<file path="config.mk">
export PLATFORM = sky130hd
export DESIGN_NAME = pwm_multi_ch_flat
export DESIGN_NICKNAME = d
export VERILOG_FILES = /design/src/rtl/pwm_pkg.sv /design/src/rtl/pwm_multi_ch_if.sv /design/src/rtl/pwm_ch_cmp.sv /design/src/rtl/pwm_multi_ch.sv /design/src/flat_wrapper.sv
export SDC_FILE = /design/constraint.sdc
export NUM_CORES = 1
export LEC_CHECK = 0
export CORE_MARGIN = 2
export CORE_UTILIZATION = 61
export CTS_BUF_LIST = sky130_fd_sc_hd__clkbuf_2
export DETAILED_ROUTE_END_ITERATION = 8
export PLACE_DENSITY = 0.82
export REMOVE_ABC_BUFFERS = 1
export SYNTH_ARGS = -nofsm -noshare
export SYNTH_HDL_FRONTEND = slang
export SYNTH_SLANG_ARGS = --single-unit
</file>
<file path="constraint.sdc">
create_clock -name clk -period 9.05 [get_ports clk]
set_input_delay 1.3575 -clock clk [delete_from_list [all_inputs] [get_ports clk]]
set_output_delay 1.3575 -clock clk [all_outputs]
set_load 0.01 [all_outputs]
</file>
<file path="src/rtl/pwm_pkg.sv">
// Shared constants, types and helpers for the multi-channel PWM block.
package pwm_pkg;
  localparam int PWM_CNT_W      = 10;
  localparam int PWM_DUTY_W     = 10;
  localparam int PWM_DEF_PERIOD = 606;

  typedef logic [PWM_CNT_W-1:0]  cnt_t;
  typedef logic [PWM_DUTY_W-1:0] duty_t;

  function automatic int ch_idx_w(input int n);
    return (n <= 1) ? 1 : $clog2(n);
  endfunction
endpackage

</file>
<file path="src/rtl/pwm_multi_ch_if.sv">
// Duty-write port: master presents channel/duty until ready, slave pulses err a cycle after a bad channel is accepted.
interface pwm_multi_ch_if import pwm_pkg::*; #(
  parameter int NUM_CH = 4,
  parameter int DUTY_W = PWM_DUTY_W
);
  localparam int CH_W = ch_idx_w(NUM_CH);

  logic              wr_valid;
  logic              wr_ready;
  logic [CH_W-1:0]   wr_ch;
  logic [DUTY_W-1:0] wr_duty;
  logic              wr_err;

  modport master (output wr_valid, wr_ch, wr_duty, input wr_ready, wr_err);
  modport slave  (input wr_valid, wr_ch, wr_duty, output wr_ready, wr_err);
endinterface

</file>
<file path="src/rtl/pwm_ch_cmp.sv">
// One PWM channel: shadow/active duty pair and a registered compare (1-cycle latency).
// Shadow accepts writes any cycle; active copies shadow only at the boundary or while disabled.
module pwm_ch_cmp #(
  parameter int CNT_W  = 10,
  parameter int DUTY_W = 10
) (
  input  logic              clk,
  input  logic              rst,
  input  logic [CNT_W-1:0]  cnt,
  input  logic              bnd,
  input  logic              en,
  input  logic              wr_en_i,
  input  logic [DUTY_W-1:0] wr_duty,
  input  logic              pol,
  output logic              pwm
);
  localparam int CMP_W = (CNT_W > DUTY_W) ? CNT_W : DUTY_W;

  logic [DUTY_W-1:0] duty_sh;
  logic [DUTY_W-1:0] duty_act;
  logic [CMP_W-1:0]  cnt_x;
  logic [CMP_W-1:0]  duty_x;

  assign cnt_x  = CMP_W'(cnt);
  assign duty_x = CMP_W'(duty_act);

  // duty_act > period never falls below cnt, so 100% duty holds across the wrap.
  always_ff @(posedge clk or posedge rst) begin
    if (rst) begin
      duty_sh  <= '0;
      duty_act <= '0;
      pwm      <= pol;
    end else begin
      if (wr_en_i)
        duty_sh <= wr_duty;
      if (bnd || !en)
        duty_act <= duty_sh;
      pwm <= en ? ((cnt_x < duty_x) ^ pol) : pol;
    end
  end
endmodule

</file>
<file path="src/rtl/pwm_multi_ch.sv">
// Multi-channel PWM: shared period counter, double-buffered duties, outputs registered 1 cycle after the count.
// Write port stalls (wr_ready low) only on the boundary cycle so a write never straddles an active-register load.
module pwm_multi_ch import pwm_pkg::*; #(
  parameter int              NUM_CH     = 4,
  parameter int              CNT_W      = PWM_CNT_W,
  parameter int              DUTY_W     = PWM_DUTY_W,
  parameter int              DEF_PERIOD = PWM_DEF_PERIOD,
  parameter logic [NUM_CH-1:0] POL      = '0
) (
  input  logic              clk,
  input  logic              rst,
  input  logic              en,
  input  logic [CNT_W-1:0]  cfg_period,
  pwm_multi_ch_if.slave     wr,
  output logic [NUM_CH-1:0] pwm_out,
  output logic              period_start
);
  localparam int               CH_W     = ch_idx_w(NUM_CH);
  localparam int               CHX_W    = CH_W + 1;
  localparam logic [CHX_W-1:0] NUM_CH_L = CHX_W'(NUM_CH);

  logic [CNT_W-1:0]  cnt;
  logic [CNT_W-1:0]  period_act;
  logic              bnd;
  logic              xfer;
  logic [CHX_W-1:0]  ch_x;
  logic [NUM_CH-1:0] wr_en;

  assign bnd         = en && (cnt == period_act);
  assign wr.wr_ready = !bnd;
  assign xfer        = wr.wr_valid && wr.wr_ready;
  assign ch_x        = {1'b0, wr.wr_ch};

  always_ff @(posedge clk or posedge rst) begin
    if (rst) begin
      cnt          <= '0;
      period_act   <= CNT_W'(DEF_PERIOD);
      period_start <= 1'b0;
      wr.wr_err    <= 1'b0;
    end else begin
      cnt <= (en && !bnd) ? cnt + CNT_W'(1) : '0;
      // While disabled the active set tracks its sources so re-enable starts fresh.
      if (bnd || !en)
        period_act <= cfg_period;
      period_start <= en && (cnt == '0);
      wr.wr_err    <= xfer && (ch_x >= NUM_CH_L);
    end
  end

  for (genvar i = 0; i < NUM_CH; i++) begin : g_ch
    localparam logic [CHX_W-1:0] IDX = CHX_W'(i);

    assign wr_en[i] = xfer && (ch_x == IDX);

    pwm_ch_cmp #(
      .CNT_W  (CNT_W),
      .DUTY_W (DUTY_W)
    ) u_ch (
      .clk     (clk),
      .rst     (rst),
      .cnt     (cnt),
      .bnd     (bnd),
      .en      (en),
      .wr_en_i (wr_en[i]),
      .wr_duty (wr.wr_duty),
      .pol     (POL[i]),
      .pwm     (pwm_out[i])
    );
  end
endmodule

</file>
<file path="src/flat_wrapper.sv">
// flat-port wrapper written by rule: the top's interface ports become plain ports
module pwm_multi_ch_flat import pwm_pkg::*;
#(
  parameter int              NUM_CH     = 4,
  parameter int              CNT_W      = PWM_CNT_W,
  parameter int              DUTY_W     = PWM_DUTY_W,
  parameter int              DEF_PERIOD = PWM_DEF_PERIOD,
  parameter logic [NUM_CH-1:0] POL      = '0
)
  (clk, rst, en, cfg_period, pwm_out, period_start, wr_wr_valid, wr_wr_ch, wr_wr_duty, wr_wr_ready, wr_wr_err);
  pwm_multi_ch_if #(.NUM_CH(NUM_CH), .DUTY_W(DUTY_W)) wr_i ();
  input  logic clk;
  input  logic rst;
  input  logic en;
  input  logic [CNT_W-1:0] cfg_period;
  output logic [NUM_CH-1:0] pwm_out;
  output logic period_start;
  input wire logic [$bits(wr_i.wr_valid)-1:0] wr_wr_valid;
  input wire logic [$bits(wr_i.wr_ch)-1:0] wr_wr_ch;
  input wire logic [$bits(wr_i.wr_duty)-1:0] wr_wr_duty;
  output wire logic [$bits(wr_i.wr_ready)-1:0] wr_wr_ready;
  output wire logic [$bits(wr_i.wr_err)-1:0] wr_wr_err;
  assign wr_i.wr_valid = wr_wr_valid;
  assign wr_i.wr_ch = wr_wr_ch;
  assign wr_i.wr_duty = wr_wr_duty;
  assign wr_wr_ready = wr_i.wr_ready;
  assign wr_wr_err = wr_i.wr_err;
  pwm_multi_ch #(.NUM_CH(NUM_CH), .CNT_W(CNT_W), .DUTY_W(DUTY_W), .DEF_PERIOD(DEF_PERIOD), .POL(POL)) u_core (.clk(clk), .rst(rst), .en(en), .cfg_period(cfg_period), .wr(wr_i), .pwm_out(pwm_out), .period_start(period_start));
endmodule
</file>
* Yosys cells after proc, flatten, opt, wreduce, memory -nomap -nowiden
Cells that the tools add are included.
** Cells by class
- Equality and inequality tests :: 4
- Magnitude comparators :: 5
- Muxes and demuxes :: 5
- Reductions and logical operators :: 14
- Multipliers :: 0
- Bitwise gates (word level) :: 0
- Add/sub/neg operators :: 1
- Shifts and indexed selects :: 0
- Divide/modulo/power cells :: 0
** Operator list (count)
- $lt A10 B10 Y1 :: 4
- $add A10 B1 Y10 const B :: 1
- $eq A10 B10 Y1 :: 1
- $logic_not A10 Y1 :: 1
- $mux W10 :: 1
- $logic_and A1 B1 Y1 :: 9
- $eq A2 B2 Y1 const B :: 2
- $mux W1 :: 4
- $ge A2 B3 Y1 const B :: 1
- $logic_not A3 Y1 :: 1
- $eq A2 B1 Y1 const B :: 1
- $logic_not A1 Y1 :: 2
- $logic_or A1 B1 Y1 :: 1
** Storage, ports and cells
- Memories kept :: 0
- Bits in latches :: 0
- ROM bits :: 0
- Register bits :: 106
- Input port bits :: 26
- Memory bits (writable) :: 0
- Output and inout port bits :: 7
- Logic and storage cells :: 45

* Logic depth before layout (Yosys ltp)
Gate-level depths: netlist of run 1.
- Depth after elaboration :: 5
- Depth in mapped cells :: 8

* Least setup slack after synthesis of run 1
Ideal clock, no wire load.
- Kind :: input to output
- Start point :: in en
- End point :: out wr_wr_ready
- Data arrival time :: 1.495 ns
- Data required time :: 7.693 ns
- Slack :: 6.198 ns
- Stages on the path :: 1
- Cell sequence :: nand4_2
** Between the ends
- Word-level cells in the longest chain between the ends :: 2
** Ends and longest elaborated chain
- start: declaration :: RTL line flat_wrapper.sv:14 : input logic en;
- $logic_and A1 B1 Y1 :: RTL line pwm_multi_ch.sv:29 : assign bnd = en && (cnt == period_act);
- $logic_not A1 Y1 :: RTL line pwm_multi_ch.sv:30 : assign wr.wr_ready = !bnd;
- end: declaration :: RTL line flat_wrapper.sv:21 : output wire logic [$bits(wr_i.wr_ready)-1:0] wr_wr_ready;
Every way passes these cells.

* Final worst setup path of run 1
Ends and elaborated chain as after synthesis.

==> results of run 1 <==
## metal layers
layer | global-route usage, % | vias up | routed length, microns
met2 | 36.7 | 57 | 4540
li1 | - | 1421 | -
met4 | 5.00 | 0 | 113
met3 | 5.25 | 9 | 313
met5 | 0 | - | 0
met1 | 30.1 | 1502 | 4370
## final timing paths
check / startpoint / end / slack [ns] / depth (start not counted)
setup / recovery: en / wr_wr_ready / 4.81 / 3
hold / removal: u_core.g_ch[2].u_ch.duty_sh[0] / u_core.g_ch[2].u_ch.duty_act[0] / 0.52 / 1
setup reg to reg: u_core.cnt[3] / u_core.g_ch[1].u_ch.duty_act[6] / 6.24 / 6
hold reg to reg: u_core.g_ch[2].u_ch.duty_sh[0] / u_core.g_ch[2].u_ch.duty_act[0] / 0.52 / 1
max in group asynchronous: rst / u_core.g_ch[0].u_ch.duty_sh[0] / 6.71 / 3
min in group asynchronous: rst / u_core.period_start / 1.17 / 2
## sequential cells by signal, summed over array words and instances, names as in the netlist
register / cells
u_core.period_act: 10
u_core.cnt: 10
u_core.period_start: 1
u_core.g_ch.u_ch.duty_sh: 40
u_core.g_ch.u_ch.duty_act: 40
u_core.g_ch.u_ch.pwm: 4
## area by class of cell
type,instances,area (sq um)
flip-flops and latches,105,2640
repair buffers,33,325
clock buffers,12,60.1
well taps,105,131
clock inverters,3,18.8
multi-input cells,233,2270
fillers,599,2620
inverters,39,149
## power by group through the flow
stage	Combinational [uW]	Sequential, uW	Clock (uW)
floorplan	163	597	0
global placement	213	607	0
detailed placement	222	613	0
CTS	224	604	187
global route	246	616	203
finish	221	603	178
## cell usage in the layout, fill, tap and decap left out, drive strengths merged, types with 5 or more instances in the layout
| master | instances |
|---|---|
| xnor2 | 5 |
| nand4 | 5 |
| clkbuf | 12 |
| inv | 39 |
| dfstp | 6 |
| o21ai | 8 |
| xor2 | 13 |
| mux2 | 90 |
| nand2 | 7 |
| nor2 | 16 |
| ha | 38 |
| clkdlybuf4s50 | 31 |
| dfrtp | 99 |
## critical path, cell delays in order
cell	delay, ns
clkdlybuf4s50_1	0.74
nand4_2	0.24
clkdlybuf4s50_1	0.54
## logic make-up after synthesis
family,Yosys count,share of synthesized area (%)
xor gates and xnor gates,18,3.19
DFF,105,51.0
adders and majority gates,38,9.19
muxes,90,21.1
and+or+nand+nor,62,7.43
AOI/OAI and AO/OA,24,3.00
buffers and inverters,55,5.11
other,1,0.0725
## stage by stage
step	power [uW]	hold WS [ns]
2_1_floorplan	760	0.474
3_3_place_gp	820	0.481
3_5_place_dp	835	0.491
4_1_cts	1020	0.535
5_1_grt	1070	0.533
6_report	1000	0.519
==> reports/summary.txt, run 1 <==
outcome - finished, final reports clean
Reg power frac - 60.2%
Cells after Synth - 393
Synth area leaders - dfrtp_1, mux2_2, ha_1
Worst-path clk slew - 0.26 ns
GRT Total Usage - 22.3%
RSZ-0062 raised after global routing - false
design area - 5590 sq um
CP arrival - 2.89 ns
crit-path max FO - 12
Post-Syn Area - 5170 sq um
postcts setup bufs - 0
vias in the first global route - 3,067
CTS Buf Count - 9
Min-Delay Path Class - reg -> reg
die height - 96.1 microns
post-CTS resize count - 0
Setup WS post-layout - 4.81 ns
clock sinks - 105
DR vias/cell - 5.64
DR iter-0 viols - 121
sequential area share after synthesis - 51.0%
peak supply drop - 0.0873 mV
Switch Pwr - 284 uW
most common cell in the synthesized netlist - dfrtp_1
area delta synth->final - 8.18%
Post-Route WL - 9330 microns
final hold violation count - 0
DP Cell Count - 515
Clock Latency Late Sink - 0.55 ns
Die Footprint - 9230 sq um
final std cells w/o fill - 530
post-layout util - 68.1%
crit path kind - in -> out
dominant cell type by area after synthesis - dfrtp_1
Yosys warning count - 0
fin crit period - 4.24 ns
Std-Cell Rows - 33
global route overflow - 0
hold-fix buffers at CTS - 0
Cell variety after synth - 39
first-pass GRT wire length - 15,300 microns
DRC Markers - 0
dpl hpwl - 6600 microns
Initial Util - 62.9%
Slew @ Worst Pin - 0.908 ns
area share of the largest cell type after synthesis - 47.9%
chip width - 96.1 microns
pre-CTS WS - 4.82 ns
Power Density - 179 nW/um^2
Switching Share - 28.3%
Syn Area/Cell - 13.2 sq um
Max-Cap Viols - 0
largest net degree at the start of global routing - 62
root buffer cell - clkbuf_2
EDFF count, synth - 0
Async S/R FF share, synth - 100%
antenna-violating nets left - 0
Core Area - 8220 sq um
fraction of layout cells with a size suffix above 1 - 28.2%
Max Slew Vio Count - 0
Final Skew - 0.0287 ns
WP data required - 7.69 ns
Post-synth top cells - dfrtp_1, mux2_2, inv_1, ha_1, mux2_4
Main synth FF type - dfrtp_1
num ports - 33
GP Congestion - 0.786
leakage - 0.00266 uW
CP endpoint kind - output pin
final setup fails - 0
clock network fraction of total power - 17.8%
antenna cells - 0
Setup crit start kind - input port
CTS tree - yes
Avg WL per Cell - 17.6 microns
slew margin rel. - 39.5%
max frequency - 236 MHz
CTS max path bufs - 2
post-route clock period utilization - 46.9%
internal power - 719 uW
Comb pwr share - 22.1%
placed inst area - 5520 sq um
Yosys reg bits - 105
via count - 2,989
setup TNS - 0 ns
DRT Pass-1 Iters - 5
H-tree depth - 3
initial antenna violation count - 0
IO buf count - 31
Layout Nets - 485
(Power assumes the default switching activity.)
==> run 2, diff against run 1 <==
--- a/config.mk
+++ b/config.mk
@@ -6,10 +6,10 @@
 export NUM_CORES = 1
 export LEC_CHECK = 0
 export CORE_MARGIN = 2
-export CORE_UTILIZATION = 61
+export CORE_UTILIZATION = 55
 export CTS_BUF_LIST = sky130_fd_sc_hd__clkbuf_2
 export DETAILED_ROUTE_END_ITERATION = 8
-export PLACE_DENSITY = 0.82
+export PLACE_DENSITY = 0.78
 export REMOVE_ABC_BUFFERS = 1
 export SYNTH_ARGS = -nofsm -noshare
 export SYNTH_HDL_FRONTEND = slang
==> constraint.sdc (replaced) <==
create_clock -name clk -period 3.9 [get_ports clk]
set_input_delay 0.585 -clock clk [delete_from_list [all_inputs] [get_ports clk]]
set_output_delay 0.585 -clock clk [all_outputs]
set_load 0.01 [all_outputs]
==> run 2 against run 1 <==
Against the previous run: non-clock buffer count unchanged; routed wire length is 0.31% higher; setup slack lost 4.1 ns; final cell count is 1.3% higher; largest cell class unchanged.
==> reports/summary.txt, run 2 (synthesized netlist as in run 1, its figures left out) <==
outcome - finished, final reports clean
root buffer cell - clkbuf_2
peak supply drop - 0.184 mV
biggest regs - u_core.g_ch.u_ch.duty_act x40, u_core.g_ch.u_ch.duty_sh x40
slew margin rel. - 51.4%
RSZ-0062 raised after global routing - false
Max-Cap Viols - 0
Worst-path clk slew - 0.30 ns
chip width - 101 microns
antenna-violating nets left - 0
Post-Route WL - 9360 microns
via count - 3,014
critical path's largest stage delay - 0.58 ns
die height - 101 microns
setup TNS - 0 ns
busiest layer in global routing - met2
crit-path max FO - 9
Core Area - 9200 sq um
antenna cells - 0
Setup crit start kind - register
Layout Nets - 485
Final Skew - 0.0248 ns
crit path kind - reg -> out
first-pass GRT wire length - 15,700 microns
Sequential Area - 2640 sq um
fraction of layout cells with a size suffix above 1 - 28.6%
footprint of the multi-input gates - 2270 sq um
Initial Util - 56.2%
GRT Total Usage - 20.2%
met2 usage - 34.5%
FF-to-FF setup slack - 1.27 ns
DR vias/cell - 5.61
RR Startpoint - u_core.cnt[3]
final setup fails - 0
Die Footprint - 10,200 sq um
final hold violation count - 0
CTS max path bufs - 2
Worst R2R End - u_core.g_ch[1].u_ch.duty_act[2]
dpl hpwl - 6600 microns
M3 GR Usage - 2.98%
CP arrival - 2.59 ns
routing usage on met1 - 26.6%
Avg WL per Cell - 17.4 microns
initial antenna violation count - 0
CTS Buf Count - 9
postcts setup bufs - 0
hold-fix buffers at CTS - 0
DR iter-0 viols - 129
IO buf count - 31
WP data required - 3.31 ns
Slew @ Worst Pin - 0.729 ns
DRC Markers - 0
clock sinks - 105
area delta synth->final - 9.80%
cell chain of the critical path - xor2_1 > nor4_2 > nand4_2 > clkdlybuf4s50_1
Power Density - 434 nW/um^2
FILL cells - 730
H-tree depth - 3
CP endpoint kind - output pin
most common cell after layout, fill and taps aside - dfrtp_1
slowest CP cell - dfrtp_1
GP Congestion - 0.944
vias in the first global route - 3,142
max frequency - 315 MHz
Std-Cell Rows - 35
Max Slew Vio Count - 0
Tot Pwr - 2470 uW
DRT Pass-1 Iters - 4
post-route clock period utilization - 81.5%
most frequent cells in the layout - dfrtp_1, mux2_2, inv_1, ha_1, clkdlybuf4s50_1
fin crit period - 3.18 ns
CTS tree - yes
num ports - 33
global route overflow - 0
Clock Latency Late Sink - 0.61 ns
post-CTS resize count - 0
Min-Delay Path Class - in -> async
post-layout util - 61.7%
leakage - 0.00269 uW
largest net degree at the start of global routing - 61
Register-to-Register Path Depth - 6
## run 2: worst max path at each step
| stage | start | endpoint | slack, ns | cells after the start |
|---|---|---|---|---|
| after floorplan | rst | u_core.cnt[0] | 0.56 | 1 |
| after global placement | en | u_core.g_ch[1].u_ch.duty_sh[7] | 1.24 | 4 |
| after detailed placement | en | u_core.g_ch[1].u_ch.duty_sh[6] | 1.20 | 4 |
| after CTS | u_core.cnt[3] | wr_wr_ready | 0.71 | 4 |
| after global routing | u_core.cnt[3] | wr_wr_ready | 0.60 | 4 |
| final | u_core.cnt[3] | wr_wr_ready | 0.72 | 4 |
## run 2: final cells by class
class	count	area share (%)
timing repair buffer	33	6.17
tap	111	2.45
sequential	105	46.4
inverter	39	2.62
clock inverter	7	1.50
clock buffer	9	0.793
multi-input combinational	233	40.1
## run 2: metrics by stage
stage / setup WS, ns / std cells / hold WS, ns / area, sq um
6_report: 0.722 / 537 / 0.408 / 5680
5_1_grt: 0.603 / 537 / 0.450 / 5680
4_1_cts: 0.706 / 537 / 0.421 / 5680
3_5_place_dp: 1.20 / 521 / 0.487 / 5550
3_3_place_gp: 1.24 / 521 / 0.481 / 5550
2_1_floorplan: 0.564 / 377 / 0.474 / 5050
## run 2: critical path, delay by kind of cell, from the launching register on
kind                   cells  cell delay [ns]
buffers and inverters      1             0.54
AND/OR/NAND/NOR            2             0.67
XOR/XNOR                   1             0.20
flip-flops                 1             0.58
## run 2: metal layers
layer  wire [microns]  share of wire [%]  vias up
li1                 -                  -     1411
met1             4210                 45     1554
met2             4790                 51       40
met3              234                2.5        9
met4              131                1.4        0
met5                0                  0        -
## run 2: power by group
part	internal [uW]	leakage [uW]	total (uW)	switching, uW
Sequential	1290	0.00125	1400	108
Combinational	296	0.00137	510	214
Clock	162	0.0000730	559	397
Total	1750	0.00269	2470	719
